## config.mk

```make
export PLATFORM = sky130hd
export DESIGN_NAME = cmp_edge_counter
export DESIGN_NICKNAME = d
export VERILOG_FILES = /design/src/rtl/cmp_edge_counter.sv
export SDC_FILE = /design/constraint.sdc
export NUM_CORES = 1
export LEC_CHECK = 0
export CORE_MARGIN = 2
export CORE_UTILIZATION = 40
export DETAILED_ROUTE_END_ITERATION = 8
export PLACE_DENSITY = 0.74
export SYNTH_ARGS = -nofsm -noshare
export SYNTH_HDL_FRONTEND = slang
export SYNTH_SLANG_ARGS = --single-unit
```

## constraint.sdc

```tcl
create_clock -name clk -period 2.15 [get_ports clk]
set_clock_uncertainty 0.1 [all_clocks]
set_input_delay 0.43 -clock clk [delete_from_list [all_inputs] [get_ports clk]]
set_output_delay 0.43 -clock clk [all_outputs]
set_load 0.005 [all_outputs]
```

## src/rtl/cmp_edge_counter.sv

```systemverilog
`default_nettype none
// ============================================================================
//  Module      : cmp_edge_counter
//  Description : Counts rising edges of the analog comparator bit over a
//                programmable gate window of clk cycles.
//                The comparator bit is asynchronous to clk. It passes through a
//                two-flop synchronizer and then a history flop that supplies
//                the edge term. Each finished window latches the result into
//                `count` and `overflow` and pulses `done` for one cycle.
//                `out_byte` presents the latched result one byte at a time.
//
//  Optional    : `CMP_GLITCH_FILTER_EN
//                When defined, a 3-clock persistence filter sits between the
//                synchronizer and the edge detector. This adds 3 cycles of
//                latency and rejects pulses shorter than 3 clocks.
//
//  Parameters  : CNT_W  accumulator / result width (legal 9..16)
//                WIN_W  width of gate_len and of the window down-counter
//
//  Ports       : clk       system clock
//                rst       asynchronous active-high reset
//                ena       design enable; low aborts a running window
//                cmp_in    comparator bit (asynchronous)
//                start     level-sampled measurement request
//                gate_len  window length in clk cycles, sampled on start
//                byte_sel  0 = low result byte, 1 = high result byte
//                busy      window running
//                done      one-cycle pulse when a result is latched
//                overflow  accumulator saturated during the last window
//                count     latched result of the last completed window
//                out_byte  selected result byte (combinational)
//
//  Revision    : 1.0  initial release
// ============================================================================
module cmp_edge_counter #(
   parameter int CNT_W = 16,
   parameter int WIN_W = 16
) (
   input  logic             clk,
   input  logic             rst,
   input  logic             ena,
   input  logic             cmp_in,
   input  logic             start,
   input  logic [WIN_W-1:0] gate_len,
   input  logic             byte_sel,
   output logic             busy,
   output logic             done,
   output logic             overflow,
   output logic [CNT_W-1:0] count,
   output logic [7:0]       out_byte
);

   localparam logic [CNT_W-1:0] ACC_MAX = '1;
   localparam logic [WIN_W-1:0] WIN_ONE = WIN_W'(1);

   typedef enum logic [0:0] {
      ST_IDLE  = 1'b0,
      ST_COUNT = 1'b1
   } state_t;

   state_t           state_q, state_d;
   logic             s1_q, s1_d;
   logic             s2_q, s2_d;
   logic             s3_q, s3_d;
   logic [WIN_W-1:0] win_q, win_d;
   logic [CNT_W-1:0] acc_q, acc_d;
   logic             sat_q, sat_d;
   logic             busy_q, busy_d;
   logic             done_q, done_d;
   logic             overflow_q, overflow_d;
   logic [CNT_W-1:0] count_q, count_d;

   // Level that feeds the edge detector: the raw synchronized bit, or the
   // filtered version of it when the glitch filter is built in.
   logic             filt_lvl;
   logic             edge_det;
   logic             acc_at_max;
   logic             sat_hit;
   logic [CNT_W-1:0] acc_next;

`ifdef CMP_GLITCH_FILTER_EN
   logic       f_q, f_d;
   logic [1:0] flt_cnt_q, flt_cnt_d;

   // flt_cnt_q counts consecutive clocks during which s2 disagrees with the
   // filtered level. The level follows s2 on the third consecutive one.
   always_comb begin
      f_d       = f_q;
      flt_cnt_d = 2'd0;
      if (s2_q != f_q) begin
         if (flt_cnt_q == 2'd2) begin
            f_d       = s2_q;
            flt_cnt_d = 2'd0;
         end else begin
            flt_cnt_d = flt_cnt_q + 2'd1;
         end
      end
   end

   always_ff @(posedge clk or posedge rst) begin
      if (rst) begin
         f_q       <= 1'b0;
         flt_cnt_q <= 2'd0;
      end else begin
         f_q       <= f_d;
         flt_cnt_q <= flt_cnt_d;
      end
   end

   assign filt_lvl = f_q;
`else
   assign filt_lvl = s2_q;
`endif

   // Synchronizer and history flop run in every state.
   always_comb begin
      s1_d = cmp_in;
      s2_d = s1_q;
      s3_d = filt_lvl;
   end

   assign edge_det   = filt_lvl & ~s3_q;
   assign acc_at_max = (acc_q == ACC_MAX);
   // An edge that arrives on a full accumulator is dropped and only
   // recorded as saturation, so the accumulator never wraps.
   assign sat_hit    = edge_det & acc_at_max;
   assign acc_next   = (edge_det && !acc_at_max) ? (acc_q + CNT_W'(1)) : acc_q;

   always_comb begin
      state_d    = state_q;
      win_d      = win_q;
      acc_d      = acc_q;
      sat_d      = sat_q;
      busy_d     = busy_q;
      done_d     = 1'b0;
      overflow_d = overflow_q;
      count_d    = count_q;

      case (state_q)
         ST_IDLE: begin
            if (start && ena) begin
               if (gate_len != '0) begin
                  // The edge present in this cycle is intentionally dropped.
                  win_d   = gate_len;
                  acc_d   = '0;
                  sat_d   = 1'b0;
                  busy_d  = 1'b1;
                  state_d = ST_COUNT;
               end else begin
                  // A zero-length window completes at once with an empty result.
                  count_d    = '0;
                  overflow_d = 1'b0;
                  done_d     = 1'b1;
               end
            end
         end

         ST_COUNT: begin
            if (!ena) begin
               // Abort: previous result stays visible, and done does not pulse.
               busy_d  = 1'b0;
               state_d = ST_IDLE;
            end else begin
               acc_d = acc_next;
               sat_d = sat_q | sat_hit;
               win_d = win_q - WIN_ONE;
               if (win_q == WIN_ONE) begin
                  // This is the last counted cycle. Its own edge is included.
                  count_d    = acc_next;
                  overflow_d = sat_q | sat_hit;
                  done_d     = 1'b1;
                  busy_d     = 1'b0;
                  state_d    = ST_IDLE;
               end
            end
         end

         default: begin
            state_d = ST_IDLE;
            busy_d  = 1'b0;
         end
      endcase
   end

   always_ff @(posedge clk or posedge rst) begin
      if (rst) begin
         state_q    <= ST_IDLE;
         s1_q       <= 1'b0;
         s2_q       <= 1'b0;
         s3_q       <= 1'b0;
         win_q      <= '0;
         acc_q      <= '0;
         sat_q      <= 1'b0;
         busy_q     <= 1'b0;
         done_q     <= 1'b0;
         overflow_q <= 1'b0;
         count_q    <= '0;
      end else begin
         state_q    <= state_d;
         s1_q       <= s1_d;
         s2_q       <= s2_d;
         s3_q       <= s3_d;
         win_q      <= win_d;
         acc_q      <= acc_d;
         sat_q      <= sat_d;
         busy_q     <= busy_d;
         done_q     <= done_d;
         overflow_q <= overflow_d;
         count_q    <= count_d;
      end
   end

   assign busy     = busy_q;
   assign done     = done_q;
   assign overflow = overflow_q;
   assign count    = count_q;
   // Shifting by 8 leaves the zero-extended upper part, and the cast keeps
   // its low 8 bits. CNT_W <= 16, so nothing is lost.
   assign out_byte = byte_sel ? 8'(count_q >> 8) : count_q[7:0];

endmodule
`default_nettype wire

```

# Word-level counts from Yosys, hierarchy flattened
# Cells that the tools add are included.
[classes] addsub=2 n_eq_ne=8 muxes=39 n_bitwise=5 n_reduce_logical=7
[ops] op="2-to-1 mux 16 bit" count=11
[ops] op="one-hot mux 16 bit (2 select lines)" count=3
[ops] op="2-to-1 mux 1 bit" count=19
[ops] op="adder 16 x 1 -> 16 bit (second input constant)" count=1
[ops] op="equality test 16 x 1 -> 1 bit (second input constant)" count=1
[ops] op="equality test 16 bit (second input constant)" count=1
[ops] op="nonzero test 16 bit" count=1
[ops] op="subtractor 16 x 1 -> 16 bit (second input constant)" count=1
[ops] op="one-hot mux 1 bit (2 select lines)" count=5
[ops] op="2-to-1 mux 8 bit" count=1
[ops] op="!= test 2 bit (second input constant)" count=4
[ops] op="AND reduction 3 bit" count=2
[ops] op="AND reduction 4 bit" count=1
[ops] op="!= test 3 x 2 -> 1 bit (second input constant)" count=1
[ops] op="AND 1 bit" count=2
[ops] op="logical AND 1 bit" count=2
[ops] op="!= test 2 x 1 -> 1 bit (second input constant)" count=1
[ops] op="NOT 1 bit" count=2
[ops] op="logical NOT 1 bit" count=1
[ops] op="bitwise OR 1 bit" count=1
[totals] reg_bits=56 input_bits=22 out_inout_bits=27 wordCells=72

# Depth between registers and ports, before layout
# Gate-level depths: netlist of run 1.
[depth] word_depth=7 depth_mapped=10

# Worst setup path before layout of run 1
# OpenSTA, ideal clock, no wires.
[synth_path] path_type="reg-to-reg" start="register win_q[8]" end="register count_q[10], in the netlist count[10]" setup_ns=0.133 arrival_time_ns=1.873 required_time_ns=1.917 setup_slack_ns=0.044 path_stages_with_launch=9 n_path_buf=2 period_less_slack_ns=2.106 cell_sequence="dfrtp_1 > nor4_1 > nand2_1 > or3_1 > o31a_1 > buf_2 > buf_4 > nand2_1 > o21ai_0"
[synth_between] elab_chain_len=3
[synth_lines] item="start: declaration" line="65" source="logic [WIN_W-1:0] win_q, win_d;"
[synth_lines] item="start signal: assignment" line="203" source="win_q <= win_d;"
[synth_lines] item="equality test 16 x 1 -> 1 bit" line="167" source="if (win_q == WIN_ONE) begin"
[synth_lines] item="!= test 2 x 1 -> 1 bit (no line)"
[synth_lines] item="AND reduction 4 bit (no line)"
[synth_lines] item="end signal: assignment" line="209" source="count_q <= count_d;"
[synth_lines] item="end: declaration" line="71" source="logic [CNT_W-1:0] count_q, count_d;"
# Every way passes these cells.
# A chain may end at the register's enable or synchronous reset.

# Worst setup path in the final report of run 1
[layout_path] start="input ena" end="register win_q[14]"
[layout_between] elab_chain_len=3 elab_cells_between_ends=4
[layout_lines] item="start: declaration" line="41" source="input logic ena,"
[layout_lines] item="logical AND 1 bit" line="141" source="if (start && ena) begin"
[layout_lines] item="!= test 2 bit (no line)"
[layout_lines] item="AND reduction 3 bit (no line) (*)"
# Mark *: on every way between the ends. The rest lies on a longest branch, timed or not.

==> results of run 1 <==
## final cells by class
type,instances,area (sq um)
Tap cell,105,131
Inverter,12,45.0
Fill cell,710,3480
Clock inverter,1,30.0
Multi-Input combinational cell,298,1910
Sequential cell,56,1400
Timing Repair Buffer,120,1070
Clock buffer,5,68.8
## worst paths after layout
| check | from | to | cells after the start | slack (ns) |
|---|---|---|---|---|
| setup / recovery | ena | win_q[14] | 10 | 0.05 |
| max in group asynchronous | rst | win_q[13] | 3 | 1.33 |
| hold reg to reg | s1_q | filt_lvl | 0 | 0.25 |
| min in group asynchronous | rst | acc_q[9] | 3 | 0.39 |
| hold / removal | s1_q | filt_lvl | 0 | 0.25 |
| setup reg to reg | acc_q[0] | count[5] | 7 | 0.06 |
## worst reg2reg max path, cell delays in order, from the launching register on
cell and delay (ns):
dfrtp_1 0.36, buf_4 0.14, and4b_1 0.27, nand3_1 0.19, a211oi_1 0.52, xor2_1 0.23
nand2_1 0.07, o21ai_0 0.13
## power groups by stage
stage / clock network [uW] / logic (uW) / registers (uW)
after global routing: 729 / 662 / 1280
after CTS: 680 / 553 / 1250
after detailed placement: 0 / 541 / 1270
after floorplan: 0 / 299 / 1250
after global placement: 0 / 525 / 1260
final: 668 / 599 / 1260
## registers in the layout (all words and copies together), names as in the netlist
name	count
acc_q	16
count	16
win_q	16
busy	1
done	1
filt_lvl	1
overflow	1
s1_q	1
s3_q	1
sat_q	1
state_q	1
## cell families after synthesis
logic type	count (synthesis)	share of synthesized area, %
and+or+nand+nor	165	24.1
AOI/OAI and AO/OA	96	18.1
DFF	56	42.3
buffers and inverters	36	4.57
muxes	19	6.05
xor gates and xnor gates	14	3.70
adders and majority gates	3	1.13
## synth_stat cells (4+ instances only)
| cell type | n |
|---|---|
| dfrtp_1 | 56 |
| buf_2 | 4 |
| nand4_1 | 7 |
| a21oi_1 | 22 |
| inv_1 | 11 |
| mux2i_1 | 11 |
| xor2_1 | 9 |
| o21ai_0 | 36 |
| nor4_1 | 10 |
| and3_1 | 4 |
| a31oi_1 | 4 |
| nor3_1 | 9 |
| nor2_1 | 38 |
| mux2_2 | 8 |
| o22ai_1 | 5 |
| clkbuf_1 | 15 |
| nand3_1 | 15 |
| xnor2_1 | 5 |
| nand2_1 | 62 |
| a22o_1 | 4 |
| or3_1 | 5 |
## stage by stage
| step | area [sq um] | worst slack [ns] | instances | power (uW) | util [%] |
|---|---|---|---|---|---|
| 2_1_floorplan | 3310 | 0.0444 | 389 | 1550 | - |
| 3_3_place_gp | 4330 | -0.543 | 583 | 1790 | 53.3 |
| 3_5_place_dp | 4330 | -0.529 | 583 | 1810 | 53.3 |
| 4_1_cts | 4470 | 0.00190 | 592 | 2480 | 55.0 |
| 5_1_grt | 4650 | -0.0978 | 597 | 2670 | 57.2 |
| 6_report | 4650 | 0.0513 | 597 | 2530 | 57.2 |
## repair_timing
item | in CTS | in global routing
pin swaps | 0 | 6
setup buffers | 3 | 3
gates resized for setup | 30 | 24
gates cloned | 0 | 2
endpoints found under the setup margin | 59 | 33
## layout by cell type, fill, tap and decap left out, types with 5 or more instances in the layout
cell and count:
nand4_1 7, o22ai_1 5, nor3_1 8, a21oi_1 21, nand2_1 61, dlygate4sd2_1 5
inv_1 10, nor2_1 34, xnor2_1 5, clkdlybuf4s50_1 36, buf_4 64, nand3_1 15
clkbuf_8 5, mux2i_1 11, dfrtp_1 56, o21ai_0 35, xor2_1 9, mux2_2 8
## per-layer routing
| metal | up-vias | part of all wire [%] |
|---|---|---|
| met5 | - | 0 |
| met4 | 0 | 1.1 |
| met3 | 7 | 5.0 |
| met2 | 120 | 50 |
| met1 | 1552 | 44 |
| li1 | 1591 | - |
==> metrics.md, run 1 <==
| Metric | Value |
|---|---|
| Crit path kind | in2reg |
| Status | complete, no violations |
| # setup viols final | 0 |
| CP startpoint kind | input port |
| Max incr delay on CP | 0.52 ns |
| Int Power | 1770 uW |
| Cells after Synth | 389 |
| CTS buffer count | 5 |
| H-tree depth reported by CTS | 2 |
| Vias per Instance | 5.48 |
| Worst hold path type | reg2reg |
| Mapped Avg Cell Area | 8.51 sq um |
| Top Ports | 49 |
| Crit. End Element | flop |
| Cell taking the most area after synthesis | dfrtp_1 |
| DR DRC count | 0 |
| Final Hold Violating Endpoints | 0 |
| Slowest CP cell | clkdlybuf4s50_1 |
| Worst Path Arrival | 2.20 ns |
| Vias in the first global route | 3032 |
| FFs w/ async S/R, synth | 100% |
| Routed len/inst | 15.2 um |
| Crit path buffers/inverters | 6 |
| Hold-fix buffers, CTS | 0 |
| Standard-cell rows | 33 |
| Die H | 95.0 um |
| Dominant cells by area after synthesis | dfrtp_1, nand2_1, o21ai_0 |
| Maximum vdd drop | 0.334 mV |
| CTS Sinks | 56 |
| DR iter-0 viols | 264 |
| Routed vias | 3270 |
| Starting Density | 40.7% |
| Post-synth top flop | dfrtp_1 |
| #FFs+latches synth | 56 |
| Die area | 9020 sq um |
| Total GRT Usage | 20.3% |
| Core ar. | 8130 sq um |
| Initial DRT Pass Iterations | 5 |
| Crit path required time | 2.25 ns |
| # Max-Cap Violations | 0 |
| Sequential share of power | 49.9% |
| Syn_nets | 414 |
| Sw Ratio | 29.8% |
| Top cell type's share of synthesized area | 42.3% |
| Inserted Diodes | 0 |
| Max Fclk | 476 MHz |
| Post-Syn Area | 3310 sq um |
| Proportion of layout cells with a drive suffix above 1 | 24.6% |
| Die width | 95.0 um |
| Root Driver | clkbuf_8 |
| RSZ-0062 raised after global routing | yes |
| PortBufs | 48 |
| Slew Limit Headroom | 64.1% |
| Routing usage on met1 | 27.1% |
| P_sw | 754 uW |
| Final antenna-violating net count | 0 |
| Global-route wire length before repair | 14.4 mm |
| Setup TNS | 0 ns |
| Final nets | 518 |
| Drt total wl | 9.07 mm |
| Worst skew pair latency | 0.31 ns |
| Area Overhead vs Synth | 40.6% |
| Part of the power in combinational logic | 23.7% |
| Overflow after GRT | 0 |
| Worst hold slack | 0.254 ns |
| Largest net degree at the start of global routing | 57 |
| Netlist cell types | 51 |
| Met2 Resource Use GR | 34.9% |
| Global placement routability congestion | 0.956 |
| Post-DP HPWL | 6.48 mm |
| Tightest Pin Transition | 0.536 ns |
| Clk pwr share | 26.4% |
| Syn. warnings | 0 |
| Sequential fraction of the synthesis area | 42.3% |
| Post-layout minimum cycle time | 2.10 ns |
| Cell chain of the critical path | clkdlybuf4s50_1, buf_4, inv_1, nor2_2, o21ai_4, buf_12, buf_12, buf_4, o21ai_0, o21ai_0 |
| Antenna violations before repair | 0 |
| Number of synthesized flops with an enable pin | 0 |
| CTS tree | done |
| Fin crit share | 97.6% |
| Fin. max-slew vios | 0 |
| Clock Path Buffers | 2 |
| Busiest grt layer | met2 |
| Leakage | 0.00199 uW |
| GR Util met3 | 2.87% |
| Cell Pwr Density | 543 nW/um^2 |
| Family with the most delay on the worst path | buffers and inverters |
| Reg clk slew, reported paths | 0.10 ns |
| Worst-path maximum fanout | 8 |
No activity file was read; power rests on OpenSTA's default activity.
==> run 2: changes to the inputs <==
--- a/config.mk
+++ b/config.mk
@@ -12,3 +12,4 @@
 export SYNTH_ARGS = -nofsm -noshare
 export SYNTH_HDL_FRONTEND = slang
 export SYNTH_SLANG_ARGS = --single-unit
+export TNS_END_PERCENT = 5
==> metrics.md, run 2 (synthesis results as in run 1) <==
| Metric | Value |
|---|---|
| Top Ports | 49 (unchanged) |
| Worst R2R Start | win_q[3] |
| Post-Place Cells | 583 (unchanged) |
| DR iter-0 viols | 199 (-25%) |
| Initial DRT Pass Iterations | 4 (-1) |
| Largest net degree at the start of global routing | 57 (unchanged) |
| Inserted Diodes | 0 (unchanged) |
| Cell Pwr Density | 548 nW/um^2 (+0.92%) |
| Non-Filler Instances | 592 (-0.84%) |
| Leakage | 0.00192 uW (-3.3%) |
| Global placement routability congestion | 0.956 (unchanged) |
| Routed vias | 3206 (-2.0%) |
| Routed len/inst | 15.1 um (-0.96%) |
| Crit path kind | in2reg |
| Family with the most delay on the worst path | buffers and inverters |
| Standard-cell rows | 33 (unchanged) |
| Max incr delay on CP | 0.43 ns (-0.09 ns) |
| Worst-path maximum fanout | 12 (+4) |
| Die H | 95.0 um (unchanged) |
| Antenna violations before repair | 0 (unchanged) |
| Slowest CP cell | clkdlybuf4s50_1 |
| Max Fclk | 471 MHz (-1.1%) |
| Worst Path Arrival | 2.22 ns (+0.02 ns) |
| Post-layout minimum cycle time | 2.12 ns (+0.0226 ns) |
| PortBufs | 48 (unchanged) |
| Root Driver | clkbuf_8 |
| CTS tree | done |
| Proportion of layout cells with a drive suffix above 1 | 23.2% (-1.4 points) |
| Clock Path Buffers | 2 (unchanged) |
| RSZ-0062 raised after global routing | yes |
| CTS Sinks | 56 (unchanged) |
| Vias in the first global route | 3038 (+0.20%) |
| Area Overhead vs Synth | 37.9% |
| Cell chain of the critical path | clkdlybuf4s50_1, nor4_2, nand4_1, buf_4, o21ai_4, buf_12, a21oi_1, nor2_1, a21oi_1 |
| Commonest non-fill, non-tap cells in the layout | buf_4, nand2_1, dfrtp_1, clkdlybuf4s50_1 |
| Most common cell after layout, fill and taps aside | buf_4 |
| Core ar. | 8130 sq um (unchanged) |
| Total GRT Usage | 20.3% (unchanged) |
| Vias per Instance | 5.42 (-1.1%) |
| CP Launch Point | gate_len[6] |
| Crit path buffers/inverters | 3 (-3) |
| DR DRC count | 0 (unchanged) |
| # setup viols final | 0 (unchanged) |
| Maximum vdd drop | 0.335 mV (+0.21%) |
| Tightest Pin Transition | 0.563 ns (+0.0274 ns) |
| Final nets | 513 (-0.97%) |
| Overflow after GRT | 0 (unchanged) |
| Worst hold path type | reg2reg |
| H-tree depth reported by CTS | 2 (unchanged) |
| Fin crit share | 98.7% (+1.1 points) |
| Final antenna-violating net count | 0 (unchanged) |
| Crit. End Element | flop |
| CTS buffer count | 5 (unchanged) |
| Drt total wl | 8.91 mm (-1.8%) |
| Worst skew pair latency | 0.31 ns (about the same) |
| Most used cell, CP | a21oi_1 |
| Filler instances | 731 (+3.0%) |
| Post-layout util | 56.1% (-1.1 points) |
| Fin. max-slew vios | 0 (unchanged) |
| Slew Limit Headroom | 62.1% (-2.0 points) |
| # Max-Cap Violations | 0 (unchanged) |
| Worst hold slack | 0.255 ns (+0.0000760 ns) |
| CP startpoint kind | input port |
| Min-delay src | s1_q |
| Reg clk slew, reported paths | 0.10 ns (about the same) |
| Die width | 95.0 um (unchanged) |
| Post-DP HPWL | 6.48 mm (unchanged) |
| Final Hold Violating Endpoints | 0 (unchanged) |
| Starting Density | 40.7% (unchanged) |
| Global-route wire length before repair | 14.4 mm (about the same) |
| Die area | 9020 sq um (unchanged) |
| Setup TNS | 0 ns (unchanged) |
| Crit path required time | 2.25 ns (about the same) |
| Status | complete, no violations |
-- run 2: worst paths after layout --
path                             endpoint  slack, ns  depth (start not counted)
worst max-delay path             win_q[8]       0.03                          9
worst max register to register  win_q[11]       0.07                          6
max in group asynchronous        win_q[7]       1.31                          3
worst min register to register   filt_lvl       0.25                          0
min in group asynchronous        win_q[1]       0.37                          3
worst min-delay path             filt_lvl       0.25                          0
-- run 2: cell type report --
cell class	count	area (sq um)	area share (%)
flip-flops and latches	56	1400	30.7
clock inverters	1	30.0	0.658
well taps	105	131	2.88
clock buffers	5	68.8	1.51
multi-input cells	298	1890	41.5
repair buffers	115	995	21.8
inverters	12	45.0	0.987
-- run 2: routing by layer --
layer | GRT usage, % | wire length (um) | vias up
li1 | - | - | 1577
met1 | 27.1 | 3970 | 1530
met2 | 34.9 | 4440 | 90
met3 | 2.87 | 401 | 9
met4 | 4.35 | 102 | 0
met5 | 0 | 0 | -
-- run 2: repair_timing --
action / 4_1_cts / 5_1_grt
gates cloned: 0 / 1
hold buffers: 0 / 0
setup endpoints to repair: 59 / 40
pin swaps: 0 / 4
resized for setup: 23 / 19
buffers inserted: 2 / 0
endpoints found under the hold margin: 0 / 0
-- run 2: report_power, final --
part           switching, uW  leakage (uW)  internal [uW]  total (uW)
logic                    297       0.00114            277         574
clock network            334     0.0000501            335         669
registers                113      0.000725           1150        1260
-- run 2: worst register-to-register path, stage by stage, from the launching register on --
cell	delay [ns]
dfrtp_1	0.43
or3_4	0.46
nor3_4	0.16
nand2_1	0.09
or4_1	0.45
a21oi_1	0.18
a2bb2oi_1	0.16
-- run 2: per-stage QoR --
stage	total power, uW	area [sq um]	setup WS [ns]
after CTS	2480	4480	-0.0505
after floorplan	1550	3310	0.0444
after detailed placement	1810	4330	-0.529
final	2500	4560	0.0288
after global placement	1790	4330	-0.543
after global routing	2640	4560	-0.0978
==> run 3: changes to the inputs <==
--- a/config.mk
+++ b/config.mk
@@ -9,6 +9,7 @@
 export CORE_UTILIZATION = 40
 export DETAILED_ROUTE_END_ITERATION = 8
 export PLACE_DENSITY = 0.74
+export SLEW_MARGIN = 20
 export SYNTH_ARGS = -nofsm -noshare
 export SYNTH_HDL_FRONTEND = slang
 export SYNTH_SLANG_ARGS = --single-unit
==> results of run 3 <==
The final DEF is identical to that of run 2; final timing and power are the same.
